$ cat src/rtl/seg_mux_decoder.sv
// seg_mux_decoder
//   Receive-side decoder for a two-digit multiplexed seven-segment bus.
//   Waits for each digit slot to be stable, decodes the segment pattern back
//   to BCD, and reassembles the 0..99 value once both slots have been seen.
//
// Ports:
//   clk              system clock, rising edge
//   rst              asynchronous active-low reset
//   seg_in[6:0]      segment pattern {g,f,e,d,c,b,a}, active-high
//   digit_select_in  one-hot slot select: 01 = ones, 10 = tens, 00/11 = none
//   value            last complete reassembled value (tens*10 + ones)
//   value_valid      one-cycle pulse when value updates
//   ones / tens      last captured BCD digits
//   decode_err       one-cycle pulse when a captured pattern is not a digit
module seg_mux_decoder #(
  parameter int STABLE_CYCLES = 16,
  parameter int VALUE_W       = 7
) (
  input  logic               clk,
  input  logic               rst,
  input  logic [6:0]         seg_in,
  input  logic [1:0]         digit_select_in,
  output logic [VALUE_W-1:0] value,
  output logic               value_valid,
  output logic [3:0]         ones,
  output logic [3:0]         tens,
  output logic               decode_err
);

  localparam int CNT_W = $clog2(STABLE_CYCLES + 1);
  localparam logic [CNT_W-1:0] STABLE_MAX = CNT_W'(STABLE_CYCLES);
  localparam logic [CNT_W-1:0] STABLE_M1  = CNT_W'(STABLE_CYCLES - 1);

  typedef enum logic [1:0] {
    WAIT_BOTH = 2'd0,
    HAVE_ONES = 2'd1,
    HAVE_TENS = 2'd2
  } state_t;

  // Returns {valid, digit}; anything outside the ten digit glyphs is invalid.
  function automatic logic [4:0] seg_decode(input logic [6:0] seg);
    case (seg)
      7'h3F:   return {1'b1, 4'd0};
      7'h06:   return {1'b1, 4'd1};
      7'h5B:   return {1'b1, 4'd2};
      7'h4F:   return {1'b1, 4'd3};
      7'h66:   return {1'b1, 4'd4};
      7'h6D:   return {1'b1, 4'd5};
      7'h7D:   return {1'b1, 4'd6};
      7'h07:   return {1'b1, 4'd7};
      7'h7F:   return {1'b1, 4'd8};
      7'h6F:   return {1'b1, 4'd9};
      default: return {1'b0, 4'd0};
    endcase
  endfunction

  // Shift-add multiply by ten, zero-extended to the output width.
  function automatic logic [VALUE_W-1:0] times_ten(input logic [3:0] d);
    logic [VALUE_W-1:0] w;
    w = {{(VALUE_W-4){1'b0}}, d};
    return (w << 3'd3) + (w << 3'd1);
  endfunction

  logic [8:0]         live_s;
  logic [8:0]         sample_r;
  logic [CNT_W-1:0]   cnt_r;
  logic               capture_s;
  logic [4:0]         dec_s;
  logic               ones_ok_s, tens_ok_s, ones_bad_s, tens_bad_s;
  state_t             state_r, state_nxt_s;
  logic               publish_s;
  logic [3:0]         pub_ones_s, pub_tens_s;
  logic [VALUE_W-1:0] value_nxt_s;
  logic               ones_seen_nxt_s, tens_seen_nxt_s;
  logic               ones_seen_r, tens_seen_r;
  logic [VALUE_W-1:0] value_r;
  logic               value_valid_r, decode_err_r;
  logic [3:0]         ones_r, tens_r;

  assign live_s = {digit_select_in, seg_in};

  // Capture fires on the single edge where the counter would reach its ceiling.
  always_comb begin
    capture_s  = (live_s == sample_r) && (cnt_r == STABLE_M1);
    dec_s      = seg_decode(sample_r[6:0]);
    ones_ok_s  = capture_s && (sample_r[8:7] == 2'b01) &&  dec_s[4];
    tens_ok_s  = capture_s && (sample_r[8:7] == 2'b10) &&  dec_s[4];
    ones_bad_s = capture_s && (sample_r[8:7] == 2'b01) && !dec_s[4];
    tens_bad_s = capture_s && (sample_r[8:7] == 2'b10) && !dec_s[4];
  end

  // Input sample register and saturating stability counter.
  always_ff @(posedge clk or negedge rst) begin
    if (!rst) begin
      sample_r <= 9'd0;
      cnt_r    <= '0;
    end else begin
      sample_r <= live_s;
      if (live_s != sample_r) begin
        cnt_r <= '0;
      end else if (cnt_r < STABLE_MAX) begin
        cnt_r <= cnt_r + CNT_W'(1);
      end
    end
  end

  // Publish FSM state register.
  always_ff @(posedge clk or negedge rst) begin
    if (!rst) begin
      state_r <= WAIT_BOTH;
    end else begin
      state_r <= state_nxt_s;
    end
  end

  // Publish FSM next-state logic; an error on the held slot drops the pair.
  always_comb begin
    state_nxt_s = state_r;
    case (state_r)
      WAIT_BOTH: begin
        if (ones_ok_s) begin
          state_nxt_s = HAVE_ONES;
        end else if (tens_ok_s) begin
          state_nxt_s = HAVE_TENS;
        end else begin
          state_nxt_s = WAIT_BOTH;
        end
      end
      HAVE_ONES: begin
        if (tens_ok_s || ones_bad_s) begin
          state_nxt_s = WAIT_BOTH;
        end else begin
          state_nxt_s = HAVE_ONES;
        end
      end
      HAVE_TENS: begin
        if (ones_ok_s || tens_bad_s) begin
          state_nxt_s = WAIT_BOTH;
        end else begin
          state_nxt_s = HAVE_TENS;
        end
      end
      default: state_nxt_s = WAIT_BOTH;
    endcase
  end

  // Publish FSM output logic: next digits, value and seen flags.
  always_comb begin
    case (state_r)
      HAVE_ONES: publish_s = tens_ok_s;
      HAVE_TENS: publish_s = ones_ok_s;
      default:   publish_s = 1'b0;
    endcase
    if (ones_ok_s) begin
      pub_ones_s = dec_s[3:0];
    end else begin
      pub_ones_s = ones_r;
    end
    if (tens_ok_s) begin
      pub_tens_s = dec_s[3:0];
    end else begin
      pub_tens_s = tens_r;
    end
    value_nxt_s = times_ten(pub_tens_s) + {{(VALUE_W-4){1'b0}}, pub_ones_s};
    if (publish_s || ones_bad_s) begin
      ones_seen_nxt_s = 1'b0;
    end else if (ones_ok_s) begin
      ones_seen_nxt_s = 1'b1;
    end else begin
      ones_seen_nxt_s = ones_seen_r;
    end
    if (publish_s || tens_bad_s) begin
      tens_seen_nxt_s = 1'b0;
    end else if (tens_ok_s) begin
      tens_seen_nxt_s = 1'b1;
    end else begin
      tens_seen_nxt_s = tens_seen_r;
    end
  end

  // Registered outputs, digits and seen flags.
  always_ff @(posedge clk or negedge rst) begin
    if (!rst) begin
      ones_r        <= 4'd0;
      tens_r        <= 4'd0;
      value_r       <= '0;
      value_valid_r <= 1'b0;
      decode_err_r  <= 1'b0;
      ones_seen_r   <= 1'b0;
      tens_seen_r   <= 1'b0;
    end else begin
      ones_r        <= pub_ones_s;
      tens_r        <= pub_tens_s;
      value_valid_r <= publish_s;
      decode_err_r  <= ones_bad_s || tens_bad_s;
      ones_seen_r   <= ones_seen_nxt_s;
      tens_seen_r   <= tens_seen_nxt_s;
      if (publish_s) begin
        value_r <= value_nxt_s;
      end
    end
  end

  assign value       = value_r;
  assign value_valid = value_valid_r;
  assign ones        = ones_r;
  assign tens        = tens_r;
  assign decode_err  = decode_err_r;

endmodule

$ cat config.mk
export PLATFORM = sky130hd
export DESIGN_NAME = seg_mux_decoder
export DESIGN_NICKNAME = d
export VERILOG_FILES = /design/src/rtl/seg_mux_decoder.sv
export SDC_FILE = /design/constraint.sdc
export NUM_CORES = 1
export LEC_CHECK = 0
export ABC_AREA = 1
export BUFFER_PORTS_ARGS = -buffer_cell sky130_fd_sc_hd__buf_2
export CORE_MARGIN = 2
export CORE_UTILIZATION = 60
export DETAILED_ROUTE_END_ITERATION = 10
export PLACE_DENSITY = 0.83
export REMOVE_ABC_BUFFERS = 1
export SYNTH_ARGS = -nofsm -noshare
export SYNTH_HDL_FRONTEND = slang
export SYNTH_SLANG_ARGS = --single-unit
export TNS_END_PERCENT = 1
$ cat constraint.sdc
create_clock -name clk -period 7.05 [get_ports clk]
set_input_delay 0.3525 -clock clk [delete_from_list [all_inputs] [get_ports clk]]
set_output_delay 0.3525 -clock clk [all_outputs]
set_load 0.005 [all_outputs]
; ---- Word level (Yosys, flattened, before mapping)
; Index checks and enable logic that the tools add are counted.
[word_totals]
regBits = 33
in_bits = 11
output_inout_bits = 17
elab_cells = 53
[op_classes]
n_addsub = 3
n_lt_le_gt_ge = 1
eq_ne = 17
muxes = 11
n_reduce_logical = 13
[ops]
columns = cell, n
row1 = $pmux 5 s10, 1
row2 = $eq 7x7->1 const B, 7
row3 = $eq 7x3->1 const B, 2
row4 = $mux 5, 2
row5 = $eq 9x9->1, 1
row6 = $ne 9x9->1, 1
row7 = $mux 4, 2
row8 = $add 7x4->7, 1
row9 = $add 7x5->7, 1
row10 = $eq 7x6->1 const B, 1
row11 = $logic_and 1x1->1, 7
row12 = $mux 2, 3
row13 = $pmux 2 s3, 1
row14 = $add 5x1->5 const B, 1
row15 = $eq 5x4->1 const B, 1
row16 = $lt 5x5->1 const B, 1
row17 = $eq 2x1->1 const B, 2
row18 = $eq 2x2->1 const B, 2
row19 = $logic_or 1x1->1, 3
row20 = $logic_not 2->1, 1
row21 = $pmux 1 s2, 1
row22 = $reduce_bool 2->1, 1
row23 = $logic_not 1->1, 1
row24 = $mux 1, 1

; ---- Depth between registers and ports, before layout
; Gate-level depths: netlist of run 1.
[logic_depth]
depth_word = 7
depth_mapped = 22
ltp_nobuf = 22

; ---- Worst setup path after synthesis of run 1
; OpenSTA, ideal clock, no wires.
[synth_timing]
path_type = reg-to-reg
from = register sample_r[4]
to = register value_r[6] (netlist: value[6])
setup_ns = 0.116
t_arrival_ns = 2.964
slack_ns = 3.970
stages_incl_launch_ff = 20
period_less_slack_ns = 3.080
path_cell_list = dfrtp_1 > inv_2 > nand2_1 > nor2_1 > nand2_1 > nand2_1 > inv_1 > nand2_2 > inv_1 > nand2_1 > nand2_2 > o21ai_0 > fa_1 > fa_1 > a31oi_1 > inv_1 > nand3_1 > nand2_1 > nand2_1 > nand2_1
[synth_via]
elab_chain_len = 7
[synth_rtl]
columns = item, line
row1 = start: declaration, 65  ; logic [8:0] sample_r;
row2 = start signal: assignment, 98  ; sample_r <= live_s;
row3 = branches (longest 4 deep; another with $pmux 5 s10), n/a
row4 = $mux 4 *, 159  ; if (tens_ok_s) begin
row5 = named net pub_tens_s[2], 72  ; logic [3:0] pub_ones_s, pub_tens_s;
row6 = $add 7x5->7 *, 61  ; return (w << 3'd3) + (w << 3'd1);
row7 = $add 7x4->7 *, 164  ; value_nxt_s = times_ten(pub_tens_s) + {{(VALUE_W-4){1'b0}}, pub_ones_s};
row8 = end signal: assignment, 199  ; value_r <= value_nxt_s;
row9 = end: declaration, 76  ; logic [VALUE_W-1:0] value_r;
; Mark *: on every way through the listed nets, which the timed path passes.
; A chain may end at the register's enable or synchronous reset.

; ---- Worst setup path after layout of run 1
; Same ends and word-level chain as after synthesis.

==> results of run 1 <==
-- layer usage --
layer / up-vias / global-route usage, % / part of all wire [%]
met5: - / 0 / 0
met2: 42 / 37.1 / 49
met3: 9 / 7.58 / 4.8
met1: 698 / 30.6 / 45
met4: 0 / 6.35 / 1.5
li1: 757 / - / -
-- sequential cells by signal, indices dropped and copies added, names as in the netlist --
name,count
sample_r,9
value,7
cnt_r,5
ones,4
tens,4
state_r,2
decode_err,1
value_valid,1
-- cell families (layout without fill, tap and decap cells) --
kind of cell / after synthesis / count (layout) / share of synthesized area [%]
simple gates: 111 / 111 / 28.1
xor+xnor: 10 / 10 / 4.70
fa+ha+maj: 15 / 15 / 10.9
flops: 33 / 33 / 44.4
buf+inv: 28 / 62 / 5.91
compound gates: 20 / 20 / 6.05
-- power groups by stage --
| stage | registers (mW) | clock network [mW] | logic [mW] |
|---|---|---|---|
| floorplan | 0.198 | 0 | 0.0138 |
| global placement | 0.199 | 0 | 0.0229 |
| detailed placement | 0.199 | 0 | 0.0233 |
| CTS | 0.195 | 0.108 | 0.0235 |
| global route | 0.196 | 0.118 | 0.0265 |
| finish | 0.195 | 0.105 | 0.0230 |
-- cell type report --
type                    instances  area share, %
multi-input cells             156           44.2
flip-flops and latches         33           39.5
repair buffers                 27           6.46
inverters                      28           5.26
clock buffers                   7           2.63
well taps                      33           1.97
-- worst paths after layout --
check / from / to / slack [ns] / depth (start not counted)
min in group clk: seg_in[1] / sample_r[1] / 0.15 / 1
setup reg to reg: sample_r[4] / value[6] / 3.51 / 19
max in group asynchronous: rst / sample_r[7] / 6.50 / 1
setup / recovery: sample_r[4] / value[6] / 3.51 / 19
hold / removal: rst / cnt_r[2] / 0.08 / 1
hold reg to reg: value[1] / value[1] / 0.48 / 2
-- worst reg2reg max path, stage by stage, from the launching register on --
cell     delay [ns]
dfrtp_1        0.45
inv_2          0.09
nand2_1        0.07
nor2_1         0.13
nand2_1        0.09
nand2_1        0.10
inv_1          0.05
nand2_2        0.09
inv_1          0.07
nand2_1        0.16
nand2_2        0.14
o21ai_0        0.43
fa_1           0.54
fa_1           0.48
a31oi_1        0.25
inv_1          0.06
nand3_1        0.08
nand2_1        0.05
nand2_1        0.05
nand2_1        0.05
-- cell usage after synthesis --
master | count | area, µm²
a21oi_1 | 8 | 40.0
nor2_1 | 17 | 63.8
and3_1 | 1 | 6.26
inv_2 | 2 | 7.51
nor3_1 | 2 | 10.0
nand2_2 | 6 | 37.5
dfrtp_1 | 33 | 826
o211ai_1 | 2 | 15.0
o21ai_2 | 1 | 8.76
xnor2_1 | 7 | 61.3
o21bai_1 | 1 | 7.51
nand3_2 | 1 | 10.0
nand4_2 | 2 | 25.0
nor2_2 | 5 | 31.3
o21ai_0 | 5 | 25.0
o21ai_1 | 2 | 10.0
a31oi_1 | 1 | 6.26
nor2_4 | 3 | 33.8
xor2_1 | 3 | 26.3
clkinv_4 | 1 | 8.76
nand2_4 | 1 | 11.3
fa_1 | 2 | 40.0
ha_1 | 13 | 163
nand2_1 | 58 | 218
inv_1 | 25 | 93.8
nand3_1 | 14 | 70.1
nand4_1 | 1 | 6.26
-- metrics by stage --
step	utilization [%]	area [µm²]	instances	worst slack, ns	hold WS [ns]
global route	69.7	2090	284	3.11	0.106
CTS	69.7	2090	284	3.51	0.0924
finish	69.7	2090	284	3.51	0.0816
detailed placement	67.9	2040	277	3.55	0.447
global placement	67.9	2040	277	3.63	0.451
floorplan	-	1860	217	3.97	0.0569
==> flow_metrics.py, run 1 <==
metrics = {
    "die": {
        "rows": 20,
        "core_area_um2": 3000,
        "die_x_um": 59.7,
        "pin_count": 28,
        "chipHeight_um": 59.7,
        "initial_utilization_pct": 62.0,
        "die-area_um2": 3560,
    },
    "layout": {
        "final_common_cell": "nand2_1",
        "drive_gt1_share_pct": 21.9,
        "antenna_cells": 0,
        "regArea_um2": 826,
        "syn_to_final_growth_pct": 12.4,
        "n_fill_cell": 245,
        "layout_common_cells": "nand2_1 (58), dfrtp_1 (33), buf_2 (27)",
        "final_nets": 277,
        "multi_input_area_um2": 926,
    },
    "timing": {
        "slew_headroom_pct": 51.4,
        "finalSetupViolations": 0,
        "slew_viol_final": 0,
        "fin_skew_ns": 0.00881,
        "tns_ns": 0,
        "final_hold_viol_count": 0,
        "fmax_mhz": 282,
        "min_period_over_period_pct": 50.2,
        "grt_setup_unrepaired": "false",
        "min_period_ns": 3.54,
        "worst_pin_slew_ns": 0.729,
    },
    "clock_tree": {
        "worst_skew_pair.late_latency_ns": 0.33,
        "cts_buffers": 5,
        "hold_buffers": 0,
        "cts_sinks": 33,
        "post_cts_buffers": 0,
        "h-tree-depth": 2,
        "clockBufferDepth": 2,
        "cts_tree": "built",
        "root_buffer": "clkbuf_4",
        "cts_resized": 0,
        "clkTransAtPathRegs_ns": 0.10,
    },
    "drt": {
        "wirelength_um": 3500,
        "first_pass_iters": 4,
        "antenna_left": 0,
        "viasPerCell": 5.30,
        "remaining_drc_errors": 0,
        "via_count": 1506,
        "routedWlPerCell_um": 12.3,
        "drt-initial-drc-count": 115,
    },
    "power_and_ir_drop": {
        "leakage_nw": 1.17,
        "p_clk_share_pct": 32.5,
        "power.internal_uw": 247,
        "powerDensity_nw_per_um2": 155,
        "ir_worst_vdd_uv": 105,
        "power.switching_uw": 76.8,
        "power_frac_seq_pct": 60.4,
        "p_total_uw": 324,
        "power_frac_comb_pct": 7.1,
        "switching_share_pct": 23.7,
    },
    "worst_setup_path": {
        "worstSetupPathType": "register to register",
        "cp_top_family": "adder cells",
        "crit_fanout": 8,
        "cp_common_cell": "nand2_1",
        "crit_path_end_kind": "register",
        "worst_setup_path_start_kind": "register",
        "cp_num_buf_inv": 4,
        "path_cells": "inv_2 -> nand2_1 -> nor2_1 -> nand2_1 -> nand2_1 -> inv_1 -> nand2_2 -> inv_1 -> nand2_1 -> nand2_2 -> o21ai_0 -> fa_1 -> fa_1 -> a31oi_1 -> inv_1 -> nand3_1 -> nand2_1 -> nand2_1 -> nand2_1",
        "slowest_stage": "fa_1",
        "cp_data_arrival_time_ns": 3.76,
        "max_stage_delay_ns": 0.54,
        "required_ns": 7.27,
    },
    "synthesis": {
        "yosysUniqueCellTypes": 27,
        "syn_area_um2": 1860,
        "ys_seq_area_share_pct": 44.4,
        "postSynthAreaPerCell_um2": 8.58,
        "syn_inst": 217,
        "ys_seq_elements": 33,
        "yosysWarnings": 0,
    },
    "place": {
        "routabilityCongestion": 0.896,
        "portBuffers": 27,
        "hpwl_um": 2730,
    },
    "global_route": {
        "grt_pass1_vias": 1466,
        "gr-usage-all-layers_pct": 23.3,
        "antenna_found_initial": 0,
        "grt_pass1_wl_um": 6220,
        "grt_max_degree": 34,
        "grt-ovfl-total": 0,
    },
    "outcome": {
        "outcome": "complete, no violations",
    },
    "min_path": {
        "hp-class": "input port to async pin",
    },
    "run": {
        "cap_violations": 0,
    },
}
(Power assumes the default switching activity.)
==> inputs of run 2 (changes only) <==
--- a/config.mk
+++ b/config.mk
@@ -8,9 +8,9 @@
 export ABC_AREA = 1
 export BUFFER_PORTS_ARGS = -buffer_cell sky130_fd_sc_hd__buf_2
 export CORE_MARGIN = 2
-export CORE_UTILIZATION = 60
+export CORE_UTILIZATION = 51
 export DETAILED_ROUTE_END_ITERATION = 10
-export PLACE_DENSITY = 0.83
+export PLACE_DENSITY = 0.75
 export REMOVE_ABC_BUFFERS = 1
 export SYNTH_ARGS = -nofsm -noshare
 export SYNTH_HDL_FRONTEND = slang
==> constraint.sdc (replaced) <==
create_clock -name clk -period 3.1 [get_ports clk]
set_input_delay 0.155 -clock clk [delete_from_list [all_inputs] [get_ports clk]]
set_output_delay 0.155 -clock clk [all_outputs]
set_load 0.005 [all_outputs]
==> flow_metrics.py, run 2 (synthesis results as in run 1) <==
metrics = {
    "drt": {
        "viasPerCell": 5.21,
        "via_count": 1719,
        "wirelength_um": 4810,
        "first_pass_iters": 4,
        "remaining_drc_errors": 0,
        "routedWlPerCell_um": 14.6,
        "antenna_left": 0,
        "drt-initial-drc-count": 129,
    },
    "timing": {
        "fin_hold_ws_ns": 0.388,
        "fin_skew_ns": 0.0185,
        "fmax_mhz": 320,
        "worst_pin_slew_ns": 0.721,
        "slew_headroom_pct": 51.9,
        "slew_viol_final": 0,
        "fin_ws_ns": -0.0269,
        "finalSetupViolations": 1,
        "min_period_ns": 3.13,
        "final_hold_viol_count": 0,
        "min_period_over_period_pct": 101,
    },
    "clock_tree": {
        "clkTransAtPathRegs_ns": 0.11,
        "cts_sinks": 33,
        "clockBufferDepth": 2,
        "cts_buffers": 5,
        "worst_skew_pair.late_latency_ns": 0.35,
        "cts_tree": "built",
        "h-tree-depth": 2,
        "root_buffer": "clkbuf_4",
    },
    "layout": {
        "final_nets": 309,
        "largest_reg_flops": 9,
        "syn_to_final_growth_pct": 37.4,
        "multi_input_area_um2": 1080,
        "postLayoutCellArea_um2": 2560,
        "drive_gt1_share_pct": 39.1,
        "antenna_cells": 0,
        "final_common_cell": "nand2_1",
        "regMostFlops": "sample_r",
        "n_fill_cell": 219,
        "layout_common_cells": "nand2_1 (53), dfrtp_1 (29), buf_2 (26)",
        "regArea_um2": 831,
    },
    "global_route": {
        "antenna_found_initial": 0,
        "grt-ovfl-total": 0,
        "gr-usage-all-layers_pct": 21.8,
        "grt_pass1_vias": 1540,
        "grt_max_degree": 34,
        "grt_pass1_wl_um": 6920,
    },
    "die": {
        "pin_count": 28,
        "core_area_um2": 3420,
        "chipHeight_um": 64.4,
        "die_x_um": 64.4,
        "die-area_um2": 4150,
        "rows": 21,
        "initial_utilization_pct": 54.5,
    },
    "power_and_ir_drop": {
        "ir_worst_vdd_uv": 285,
        "leakage_nw": 1.36,
        "powerDensity_nw_per_um2": 313,
    },
    "worst_setup_path": {
        "worstSetupPathType": "input port to register",
        "max_stage_delay_ns": 0.54,
        "crit_path_end_kind": "register",
        "required_ns": 3.34,
        "cp_data_arrival_time_ns": 3.37,
        "reg2reg_from": "sample_r[1]",
        "startpoint": "seg_in[1]",
        "crit_fanout": 8,
        "slowest_stage": "dlygate4sd3_1",
        "worst_setup_path_start_kind": "input port",
        "path_cells": "dlygate4sd3_1 -> buf_2 -> xnor2_1 -> nand3_2 -> nor2_4 -> nand3_2 -> nor2_4 -> nand2_4 -> o21ai_4 -> fa_2 -> fa_2 -> a31oi_4 -> inv_2 -> nand3_2 -> nand2_1 -> nand2_1 -> nand2_1",
    },
    "outcome": {
        "outcome": "finished, violations left",
        "violations": "setup timing",
    },
    "min_path": {
        "hp-class": "input port to async pin",
    },
    "place": {
        "routabilityCongestion": 0.868,
        "hpwl_um": 2860,
        "place_area_um2": 2170,
        "portBuffers": 27,
    },
    "run": {
        "cap_violations": 0,
    },
}
## run 2: through the flow
stage	TNS, ns	setup slack, ns	utilization [%]	power [mW]	std cells
after detailed placement	-0.282	-0.206	63.4	0.509	305
after CTS	0	0.0248	69.0	0.794	324
final	-0.0269	-0.0269	74.9	0.802	330
after floorplan	0	0.0196	-	0.482	217
after global routing	-0.321	-0.147	74.9	0.838	330
after global placement	-0.0714	-0.0714	63.4	0.508	305
## run 2: where the power goes
part,internal [mW],leakage [nW],switching [mW],total (mW)
clock network,0.131,0.0413,0.147,0.278
registers,0.437,0.436,0.00962,0.446
logic,0.0319,0.880,0.0453,0.0772
total,0.600,1.36,0.202,0.802
## run 2: path summary, 6_finish.rpt
path	endpoint	slack (ns)	depth (start not counted)
setup / recovery	value[6]	-0.03	17
hold / removal	tens[2]	0.39	2
setup reg to reg	value[6]	-0.02	15
hold reg to reg	value[0]	0.48	2
max in group asynchronous	sample_r[3]	2.21	2
min in group clk	sample_r[3]	0.44	1
## run 2: metal layers
| metal | routed length (µm) | GRT usage, % |
|---|---|---|
| met3 | 232 | 5.03 |
| met5 | 0 | 0 |
| met2 | 2430 | 34.8 |
| met4 | 144 | 10.4 |
| met1 | 2010 | 28.3 |
## run 2: critical path, delay by kind of cell
kind | cells | cell delay, ns
compound gates | 2 | 0.43
xor+xnor | 1 | 0.17
fa+ha+maj | 2 | 0.88
buf+inv | 3 | 0.73
simple gates | 9 | 1.00
## run 2: cell type report
class                           instances  area share (%)
Clock inverter                          1           0.196
Inverter                               28            4.31
Clock buffer                            7            2.54
Multi-Input combinational cell        156            42.3
Tap cell                               46            2.25
Timing Repair Buffer                   59            15.9
Sequential cell                        33            32.5
## run 2: what timing repair did
item	4_1_cts	5_1_grt
hold buffers	10	0
resized for setup	7	39
cloned	0	0
endpoints found under the hold margin	42	0
buffers inserted	1	7
pin swaps	3	15
setup endpoints to repair	2	3
